--- config.mk ---
export PLATFORM = sky130hd
export DESIGN_NAME = sync_fifo_flat
export DESIGN_NICKNAME = d
export VERILOG_FILES = /design/src/rtl/sync_fifo_if.sv /design/src/rtl/sync_fifo.sv /design/src/flat_wrapper.sv
export SDC_FILE = /design/constraint.sdc
export NUM_CORES = 1
export LEC_CHECK = 0
export ABC_AREA = 1
export CAP_MARGIN = 10
export CELL_PAD_IN_SITES_DETAIL_PLACEMENT = 1
export CELL_PAD_IN_SITES_GLOBAL_PLACEMENT = 2
export CORE_MARGIN = 1
export CORE_UTILIZATION = 40
export CTS_CLUSTER_DIAMETER = 120
export DETAILED_ROUTE_END_ITERATION = 8
export GPL_TIMING_DRIVEN = 0
export PLACE_DENSITY = 0.85
export SYNTH_ARGS = -nofsm -noshare
export SYNTH_HDL_FRONTEND = slang
export SYNTH_SLANG_ARGS = --single-unit
--- constraint.sdc ---
create_clock -name clock -period 2.75 [get_ports clock]
set_input_delay 0.825 -clock clock [delete_from_list [all_inputs] [get_ports clock]]
set_output_delay 0.825 -clock clock [all_outputs]
set_load 0.02 [all_outputs]
--- src/rtl/sync_fifo_if.sv ---
// Handshake bundle between a sync_fifo and its producer/consumer.
// The master side pushes and pops; the slave side is the FIFO.
interface sync_fifo_if #(
    parameter int data_size  = 8,
    parameter int depth_log2 = 3
);
    logic                  wr_en;
    logic [data_size-1:0]  wr_data;
    logic                  rd_en;
    logic [data_size-1:0]  rd_data;
    logic                  rd_valid;
    logic                  full;
    logic                  empty;
    logic [depth_log2:0]   count;
    logic                  wr_error;
    logic                  rd_error;

    modport master (
        output wr_en, wr_data, rd_en,
        input  rd_data, rd_valid, full, empty, count, wr_error, rd_error
    );

    modport slave (
        input  wr_en, wr_data, rd_en,
        output rd_data, rd_valid, full, empty, count, wr_error, rd_error
    );
endinterface

--- src/rtl/sync_fifo.sv ---
// Single-clock FIFO with a registered read port, occupancy counter and
// one-cycle error pulses for writes while full / reads while empty.
module sync_fifo #(
    parameter int data_size  = 8,
    parameter int depth_log2 = 3
) (
    input logic        clock,
    input logic        reset,
    sync_fifo_if.slave bus
);
    localparam int depth = 1 << depth_log2;
    localparam logic [depth_log2:0]   count_max = (depth_log2 + 1)'(depth);
    localparam logic [depth_log2:0]   count_one = (depth_log2 + 1)'(1);
    localparam logic [depth_log2-1:0] ptr_one   = depth_log2'(1);

    logic [data_size-1:0]  mem_q [depth];
    logic [depth_log2-1:0] wr_ptr_q, wr_ptr_d;
    logic [depth_log2-1:0] rd_ptr_q, rd_ptr_d;
    logic [depth_log2:0]   count_q, count_d;
    logic [data_size-1:0]  rd_data_q, rd_data_d;
    logic                  rd_valid_q, rd_valid_d;
    logic                  wr_error_q, wr_error_d;
    logic                  rd_error_q, rd_error_d;
    logic                  full, empty;
    logic                  wr_accept, rd_accept;

    always_comb begin
        full       = (count_q == count_max);
        empty      = (count_q == '0);
        wr_accept  = bus.wr_en && !full;
        rd_accept  = bus.rd_en && !empty;

        wr_ptr_d   = wr_accept ? wr_ptr_q + ptr_one : wr_ptr_q;
        rd_ptr_d   = rd_accept ? rd_ptr_q + ptr_one : rd_ptr_q;
        rd_data_d  = rd_accept ? mem_q[rd_ptr_q] : rd_data_q;
        rd_valid_d = rd_accept;
        wr_error_d = bus.wr_en && full;
        rd_error_d = bus.rd_en && empty;

        // Simultaneous accepted read and write leave occupancy unchanged.
        count_d = count_q;
        case ({wr_accept, rd_accept})
            2'b10:   count_d = count_q + count_one;
            2'b01:   count_d = count_q - count_one;
            default: count_d = count_q;
        endcase
    end

    always_ff @(posedge clock) begin
        if (reset) begin
            wr_ptr_q   <= '0;
            rd_ptr_q   <= '0;
            count_q    <= '0;
            rd_data_q  <= '0;
            rd_valid_q <= 1'b0;
            wr_error_q <= 1'b0;
            rd_error_q <= 1'b0;
        end else begin
            wr_ptr_q   <= wr_ptr_d;
            rd_ptr_q   <= rd_ptr_d;
            count_q    <= count_d;
            rd_data_q  <= rd_data_d;
            rd_valid_q <= rd_valid_d;
            wr_error_q <= wr_error_d;
            rd_error_q <= rd_error_d;
        end
    end

    // Storage is never cleared; a write coinciding with reset is dropped.
    always_ff @(posedge clock) begin
        if (!reset && wr_accept) begin
            mem_q[wr_ptr_q] <= bus.wr_data;
        end
    end

    assign bus.rd_data  = rd_data_q;
    assign bus.rd_valid = rd_valid_q;
    assign bus.full     = full;
    assign bus.empty    = empty;
    assign bus.count    = count_q;
    assign bus.wr_error = wr_error_q;
    assign bus.rd_error = rd_error_q;
endmodule

--- src/flat_wrapper.sv ---
// flat-port wrapper written by rule: the top's interface ports become plain ports
module sync_fifo_flat 
#(
    parameter int data_size  = 8,
    parameter int depth_log2 = 3
)
  (clock, reset, bus_wr_en, bus_wr_data, bus_rd_en, bus_rd_data, bus_rd_valid, bus_full, bus_empty, bus_count, bus_wr_error, bus_rd_error);
  sync_fifo_if #(.data_size(data_size), .depth_log2(depth_log2)) bus_i ();
  input logic clock;
  input logic reset;
  input wire logic [$bits(bus_i.wr_en)-1:0] bus_wr_en;
  input wire logic [$bits(bus_i.wr_data)-1:0] bus_wr_data;
  input wire logic [$bits(bus_i.rd_en)-1:0] bus_rd_en;
  output wire logic [$bits(bus_i.rd_data)-1:0] bus_rd_data;
  output wire logic [$bits(bus_i.rd_valid)-1:0] bus_rd_valid;
  output wire logic [$bits(bus_i.full)-1:0] bus_full;
  output wire logic [$bits(bus_i.empty)-1:0] bus_empty;
  output wire logic [$bits(bus_i.count)-1:0] bus_count;
  output wire logic [$bits(bus_i.wr_error)-1:0] bus_wr_error;
  output wire logic [$bits(bus_i.rd_error)-1:0] bus_rd_error;
  assign bus_i.wr_en = bus_wr_en;
  assign bus_i.wr_data = bus_wr_data;
  assign bus_i.rd_en = bus_rd_en;
  assign bus_rd_data = bus_i.rd_data;
  assign bus_rd_valid = bus_i.rd_valid;
  assign bus_full = bus_i.full;
  assign bus_empty = bus_i.empty;
  assign bus_count = bus_i.count;
  assign bus_wr_error = bus_i.wr_error;
  assign bus_rd_error = bus_i.rd_error;
  sync_fifo #(.data_size(data_size), .depth_log2(depth_log2)) u_core (.clock(clock), .reset(reset), .bus(bus_i));
endmodule
==> impl_metrics.py, run 1 <==
metrics = {
    "synth": {
        "yosys_register_bits": 85,
        "yosysUniqueCellTypes": 24,
        "synth_cells": 314,
        "synthSimpleGateAreaFrac_pct": 15.3,
        "synth.top_cell.area_share_pct": 55.8,
        "ys_seq_area_share_pct": 68.0,
        "syn-num-nets": 330,
        "synth_most_common_cell": "nor2_1",
        "synthMuxAreaShare_pct": 0,
        "yosys.area.top_type": "edfxtp_1",
        "synth-compound-area-share_pct": 10.1,
        "synth_fa_ha_area_share_pct": 1.45,
        "ys_dominant_reg_cell": "edfxtp_1",
        "ys_warn_count": 0,
        "async_flop_share_pct": 0,
        "synthTopCellsByArea": "edfxtp_1, dfxtp_1, nor2_1",
        "syn_area_mm2": 0.00345,
        "synth_top_family_by_area": "simple AND/OR/NAND/NOR gates",
        "avgSynthCellArea_um2": 11.0,
        "synth-edff-count": 64,
        "synthTopCellsByCount": "nor2_1, edfxtp_1, o21ai_1, nand2_1, nand3_1",
        "synth_xor_area_share_pct": 0.508,
    },
    "run_status": {
        "status": "finished, final reports clean",
    },
    "timing": {
        "worst_pin_slew_ns": 0.892,
        "post-route-period-util_pct": 98.5,
        "rsz0062_at_grt": "yes",
        "min_period_ns": 2.71,
        "slew_headroom_pct": 40.3,
        "report.final.slew_viol_count": 0,
        "finalClockSkew_ns": 0.0100,
        "fmax_ghz": 0.369,
        "finalHoldViolCount": 0,
        "holdWs_ns": 0.469,
        "setup_viol": 0,
    },
    "die": {
        "start_util_pct": 41.7,
        "fp.dieArea_mm2": 0.00899,
        "die_w_um": 94.8,
        "num_rows": 33,
        "die_h_um": 94.8,
        "num_io_pins": 29,
        "design.core.area_mm2": 0.00826,
    },
    "cells_and_area": {
        "n_antenna_cell": 0,
        "n_fill_cell": 908,
        "ff_latch_area_mm2": 0.00234,
        "nNetsFinal": 369,
        "multiInputGateArea_um2": 950,
        "drive_above_1_share_pct": 10.9,
        "final_area_mm2": 0.00408,
        "area_growth_pct": 18.4,
    },
    "clock_tree": {
        "cts_sinks": 85,
        "cts_root_buf": "clkbuf_8",
        "cts_hold_buf": 0,
        "cts_made_buffers": 9,
        "cts_buffer_depth": 2,
        "cts_tree": "built",
        "clk_pin_slew_worst_paths_ns": 0.09,
        "h-tree-depth": 3,
        "insertion_delay_ns": 0.35,
    },
    "detailed_routing": {
        "drtAntennaViolNets": 0,
        "drc": 0,
        "drt-total-wl_um": 8430,
        "dr.first_iter.drc_count": 75,
        "wl_per_cell_um": 18.2,
        "first_pass_iters": 4,
        "viasPerCell": 5.24,
        "via_count": 2427,
    },
    "setup_path": {
        "worstSetupPathType": "input pin to flip-flop",
        "r2r_end": "u_core.mem_q[6][0]",
        "r2r-start": "u_core.bus.count[1]",
        "setup.worst_path.start": "reset",
        "reg2reg_depth": 6,
        "worstSetupStartpointType": "input pin",
        "r2r_setup_slack_ns": 0.66,
        "cp.arrival_ns": 2.69,
        "crit_required_ns": 2.73,
        "cp-endpoint": "u_core.mem_q[6][0]",
        "cp_max_fo": 8,
        "cp-end-kind": "flip-flop",
    },
    "global_routing": {
        "grt_pass1_vias": 2337,
        "use_met1_pct": 26.4,
        "grt-ovfl-total": 0,
        "grt.busiest_layer": "met2",
        "met3_usage_pct": 2.58,
        "use_met2_pct": 32.2,
        "antenna_found_initial": 0,
        "grt_pass1_wl_um": 12700,
        "grtUsageTotal_pct": 20.0,
        "grt_max_degree": 16,
    },
    "placement": {
        "portBuffers": 28,
        "dp_hpwl_um": 5700,
        "place_congestion": 0.764,
        "dpl_cell_area_mm2": 0.00386,
    },
    "job": {
        "cap_violations": 0,
    },
    "hold_path": {
        "hold_depth": 2,
        "hp-class": "flip-flop to flip-flop",
    },
    "pwr": {
        "vdd_drop_max_mv": 0.324,
        "power.density_mw_per_mm2": 908,
        "p_total_w": 0.00371,
        "leakage_nw": 1.46,
    },
}
## worst max-delay path, stage by stage
cell and delay [ns]:
clkdlybuf4s50_1 0.49, inv_1 0.24, nand2_1 0.11, nor2_1 0.16, nand2_1 0.15, nor2_1 0.71
## cells by family (layout without fill, tap and decap cells)
kind of cell | after synthesis | after routing
compound gates | 64 | 64
buf+inv | 32 | 76
flops | 85 | 85
simple gates | 127 | 127
fa+ha+maj | 4 | 4
xor+xnor | 2 | 2
## layer usage
metal,up-vias,part of all wire (%)
met5,-,0
met4,0,2.1
met3,12,3.3
met2,44,49
met1,1207,46
li1,1164,-
## worst min path at each step
stage / from / to
5_1_grt: u_core.bus.rd_data[7] / u_core.bus.rd_data[7]
2_1_floorplan: u_core.wr_ptr_q[0] / u_core.wr_ptr_q[0]
3_3_place_gp: u_core.bus.rd_data[5] / u_core.bus.rd_data[5]
4_1_cts: u_core.bus.rd_data[5] / u_core.bus.rd_data[5]
3_5_place_dp: u_core.bus.rd_data[5] / u_core.bus.rd_data[5]
6_report: u_core.bus.rd_data[5] / u_core.bus.rd_data[5]
## power by group
part	total [W]	leakage (nW)	switching, W	internal [W]
sequential	0.00157	0.751	0.0000851	0.00148
clock	0.000936	0.112	0.000456	0.000480
combinational	0.00120	0.596	0.000753	0.000448
total	0.00371	1.46	0.00129	0.00241
## metrics by stage
| stage | worst slack (ns) | std cells | util, % | TNS [ns] |
|---|---|---|---|---|
| finish | 0.0404 | 463 | 49.4 | 0 |
| global route | -0.0741 | 463 | 49.4 | -2.09 |
| CTS | 0.0115 | 463 | 49.4 | 0 |
| detailed placement | -0.470 | 447 | 46.7 | -22.07 |
| global placement | -0.415 | 447 | 46.7 | -21.11 |
| floorplan | 0.646 | 314 | - | 0 |
## state kept, by name, indices dropped and copies added, names as in the netlist
| register | flops |
|---|---|
| u_core.bus.rd_data | 8 |
| u_core.bus.count | 4 |
| u_core.bus.rd_valid | 1 |
| u_core.bus.rd_error | 1 |
| u_core.wr_ptr_q | 3 |
| u_core.bus.wr_error | 1 |
| u_core.rd_ptr_q | 3 |
| u_core.mem_q | 64 |
## layout make-up
class                           instances  area share (%)
Multi-Input combinational cell        197            23.3
Clock buffer                           10            3.65
Buffer                                 13            2.21
Sequential cell                        85            57.4
Tap cell                              105            3.22
Clock inverter                          6            1.66
Timing Repair Buffer                   28            6.87
Inverter                               19            1.75
## placed cells by master (no fill, tap or decap)
cell	count
a21oi_1	15
a21oi_2	1
buf_2	6
buf_4	5
buf_6	2
bufinv_16	1
clkbuf_16	1
clkbuf_8	9
clkdlybuf4s50_1	28
clkinv_1	1
clkinv_2	1
clkinv_4	2
dfxtp_1	21
edfxtp_1	64
ha_1	4
inv_1	16
inv_2	2
inv_4	1
inv_6	1
nand2_1	23
nand2_2	1
nand2_4	1
nand3_1	23
nor2_1	71
nor2_2	4
nor3_1	3
nor3b_1	1
o211ai_1	7
o211ai_2	1
o21ai_0	16
o21ai_1	24
xor2_1	2
## what timing repair did
item                                    4_1_cts  5_1_grt
endpoints found under the setup margin       16       32
setup buffers                                 0        0
gates resized for setup                       3        0
No activity file was read; power rests on OpenSTA's default activity.
==> run 2: changes to the inputs <==
--- a/config.mk
+++ b/config.mk
@@ -6,12 +6,12 @@
 export NUM_CORES = 1
 export LEC_CHECK = 0
 export ABC_AREA = 1
+export ABC_CLOCK_PERIOD_IN_PS = 2750
 export CAP_MARGIN = 10
 export CELL_PAD_IN_SITES_DETAIL_PLACEMENT = 1
 export CELL_PAD_IN_SITES_GLOBAL_PLACEMENT = 2
 export CORE_MARGIN = 1
 export CORE_UTILIZATION = 40
-export CTS_CLUSTER_DIAMETER = 120
 export DETAILED_ROUTE_END_ITERATION = 8
 export GPL_TIMING_DRIVEN = 0
 export PLACE_DENSITY = 0.85
==> results of run 2 <==
The final DEF is identical to that of run 1; final timing and power are the same.
==> run 3: changes to the inputs <==
--- a/config.mk
+++ b/config.mk
@@ -14,7 +14,7 @@
 export CORE_UTILIZATION = 40
 export DETAILED_ROUTE_END_ITERATION = 8
 export GPL_TIMING_DRIVEN = 0
-export PLACE_DENSITY = 0.85
+export PLACE_DENSITY_LB_ADDON = 0.1
 export SYNTH_ARGS = -nofsm -noshare
 export SYNTH_HDL_FRONTEND = slang
 export SYNTH_SLANG_ARGS = --single-unit
==> run 3 against run 2 <==
Combinational power about the same. Sequential power about the same. Via count decreased by 4.6%. Cell count unchanged. Non-clock buffer count unchanged. Die area unchanged.
==> impl_metrics.py, run 3 (synthesis results as in run 1) <==
metrics = {
    "global_routing": {
        "grt-ovfl-total": 0,
        "antenna_found_initial": 0,
        "grtUsageTotal_pct": 20.3,
        "grt_max_degree": 15,
        "grt_pass1_vias": 2369,
        "grt_pass1_wl_um": 12900,
    },
    "timing": {
        "worst_pin_slew_ns": 0.592,
        "tns_ns": 0,
        "report.final.slew_viol_count": 0,
        "rsz0062_at_grt": "no",
        "slew_headroom_pct": 60.5,
        "min_period_ns": 2.59,
        "finalHoldViolCount": 0,
        "post-route-period-util_pct": 94.0,
        "setup_viol": 0,
        "fin_ws_ns": 0.165,
        "fmax_ghz": 0.387,
        "finalClockSkew_ns": 0.00964,
    },
    "detailed_routing": {
        "route.met2.wl_um": 3810,
        "drc": 0,
        "viasPerCell": 5.00,
        "wl_met1_um": 4020,
        "drt-total-wl_um": 8080,
        "drtAntennaViolNets": 0,
        "top_layer": "met4",
        "wl_met3_um": 153,
        "via_count": 2316,
        "first_pass_iters": 4,
        "wl_per_cell_um": 17.5,
        "dr.first_iter.drc_count": 73,
    },
    "setup_path": {
        "max_stage_delay_ns": 0.60,
        "cp-end-kind": "output pin",
        "crit_slowest_cell": "clkdlybuf4s50_1",
        "setup.worst_path.start": "u_core.bus.count[1]",
        "r2r_end": "u_core.bus.count[2]",
        "worstSetupPathType": "flip-flop to output pin",
        "r2r_setup_slack_ns": 0.71,
        "r2r-start": "u_core.bus.count[1]",
        "cp.arrival_ns": 1.76,
        "reg2reg_depth": 11,
        "path_cells": "nor2_2 -> nand2_2 -> inv_1 -> clkdlybuf4s50_1",
        "worstSetupStartpointType": "flip-flop",
        "cp_max_fo": 5,
        "crit_required_ns": 1.93,
    },
    "cells_and_area": {
        "nNetsFinal": 369,
        "drive_above_1_share_pct": 11.5,
        "area_growth_pct": 18.0,
        "multiInputGateArea_um2": 962,
        "largest_reg_flops": 64,
        "top_register": "u_core.mem_q",
        "layout_commonest_cell": "nor2_1",
        "ff_latch_area_mm2": 0.00234,
        "n_antenna_cell": 0,
        "final_cell_mix": "nor2_1, edfxtp_1, clkdlybuf4s50_1",
        "n_fill_cell": 924,
    },
    "die": {
        "fp.dieArea_mm2": 0.00899,
        "die_h_um": 94.8,
        "num_io_pins": 29,
        "die_w_um": 94.8,
        "start_util_pct": 41.7,
        "design.core.area_mm2": 0.00826,
        "num_rows": 33,
    },
    "clock_tree": {
        "cts_setup_buffers": 0,
        "cts_root_buf": "clkbuf_8",
        "cts_made_buffers": 9,
        "insertion_delay_ns": 0.35,
        "cts_tree": "built",
        "cts_buffer_depth": 2,
        "cts_sinks": 85,
        "clk_pin_slew_worst_paths_ns": 0.09,
        "cts_hold_buf": 0,
        "h-tree-depth": 3,
    },
    "run_status": {
        "status": "finished, final reports clean",
    },
    "placement": {
        "dpl_worst_slack_ns": -0.401,
        "portBuffers": 28,
        "dp_hpwl_um": 5630,
        "place_congestion": 0.813,
    },
    "pwr": {
        "leakage_nw": 1.44,
        "power.density_mw_per_mm2": 889,
        "vdd_drop_max_mv": 0.374,
    },
    "hold_path": {
        "hp-start": "u_core.bus.rd_data[6]",
        "holdPathEnd": "u_core.bus.rd_data[6]",
        "hp-class": "flip-flop to flip-flop",
        "hold_depth": 2,
    },
    "job": {
        "cap_violations": 0,
    },
}
-- run 3: through the flow --
step	hold slack (ns)	utilization [%]	power [W]	area, um2	cells
detailed placement	0.465	46.7	0.00280	3860	447
floorplan	0.476	-	0.00234	3450	314
global placement	0.454	46.7	0.00277	3860	447
CTS	0.480	49.1	0.00365	4060	463
global route	0.500	49.3	0.00384	4070	463
finish	0.474	49.3	0.00362	4070	463
-- run 3: layout make-up --
cell class | instances | share of cell area (%)
plain buffers | 13 | 2.21
clock buffers | 10 | 3.14
clock inverters | 6 | 1.54
inverters | 19 | 1.75
multi-input cells | 197 | 23.7
flip-flops and latches | 85 | 57.6
well taps | 105 | 3.23
repair buffers | 28 | 6.89
-- run 3: where the power goes --
part | internal, W | total [W] | switching (W)
clock network | 0.000419 | 0.000862 | 0.000443
logic | 0.000449 | 0.00119 | 0.000737
registers | 0.00148 | 0.00157 | 0.0000831
total | 0.00235 | 0.00362 | 0.00126
-- run 3: worst max path at each step --
stage                           to  slack [ns]  depth (start not counted)
2_1_floorplan  u_core.bus.count[1]        0.65                          8
3_3_place_gp    u_core.mem_q[2][6]       -0.40                          6
3_5_place_dp    u_core.mem_q[2][6]       -0.40                          6
4_1_cts         u_core.mem_q[1][7]       0.008                          6
5_1_grt         u_core.mem_q[2][3]        0.03                          6
6_report                  bus_full        0.16                          4
-- run 3: metal layers --
layer / vias to the layer above / GRT usage (%)
met3: 9 / 3.14
li1: 1164 / -
met1: 1119 / 27.7
met5: - / 0
met4: 0 / 6.44
met2: 24 / 33.2
-- run 3: critical path, delay by kind of cell (launching register included) --
family / cells / cell delay [ns]
flops: 1 / 0.38
buf+inv: 2 / 0.69
simple gates: 2 / 0.35
-- run 3: repair_timing --
item,4_1_cts,5_1_grt
endpoints found under the hold margin,0,0
cloned,0,0
endpoints found under the setup margin,18,32
gates resized for setup,4,4
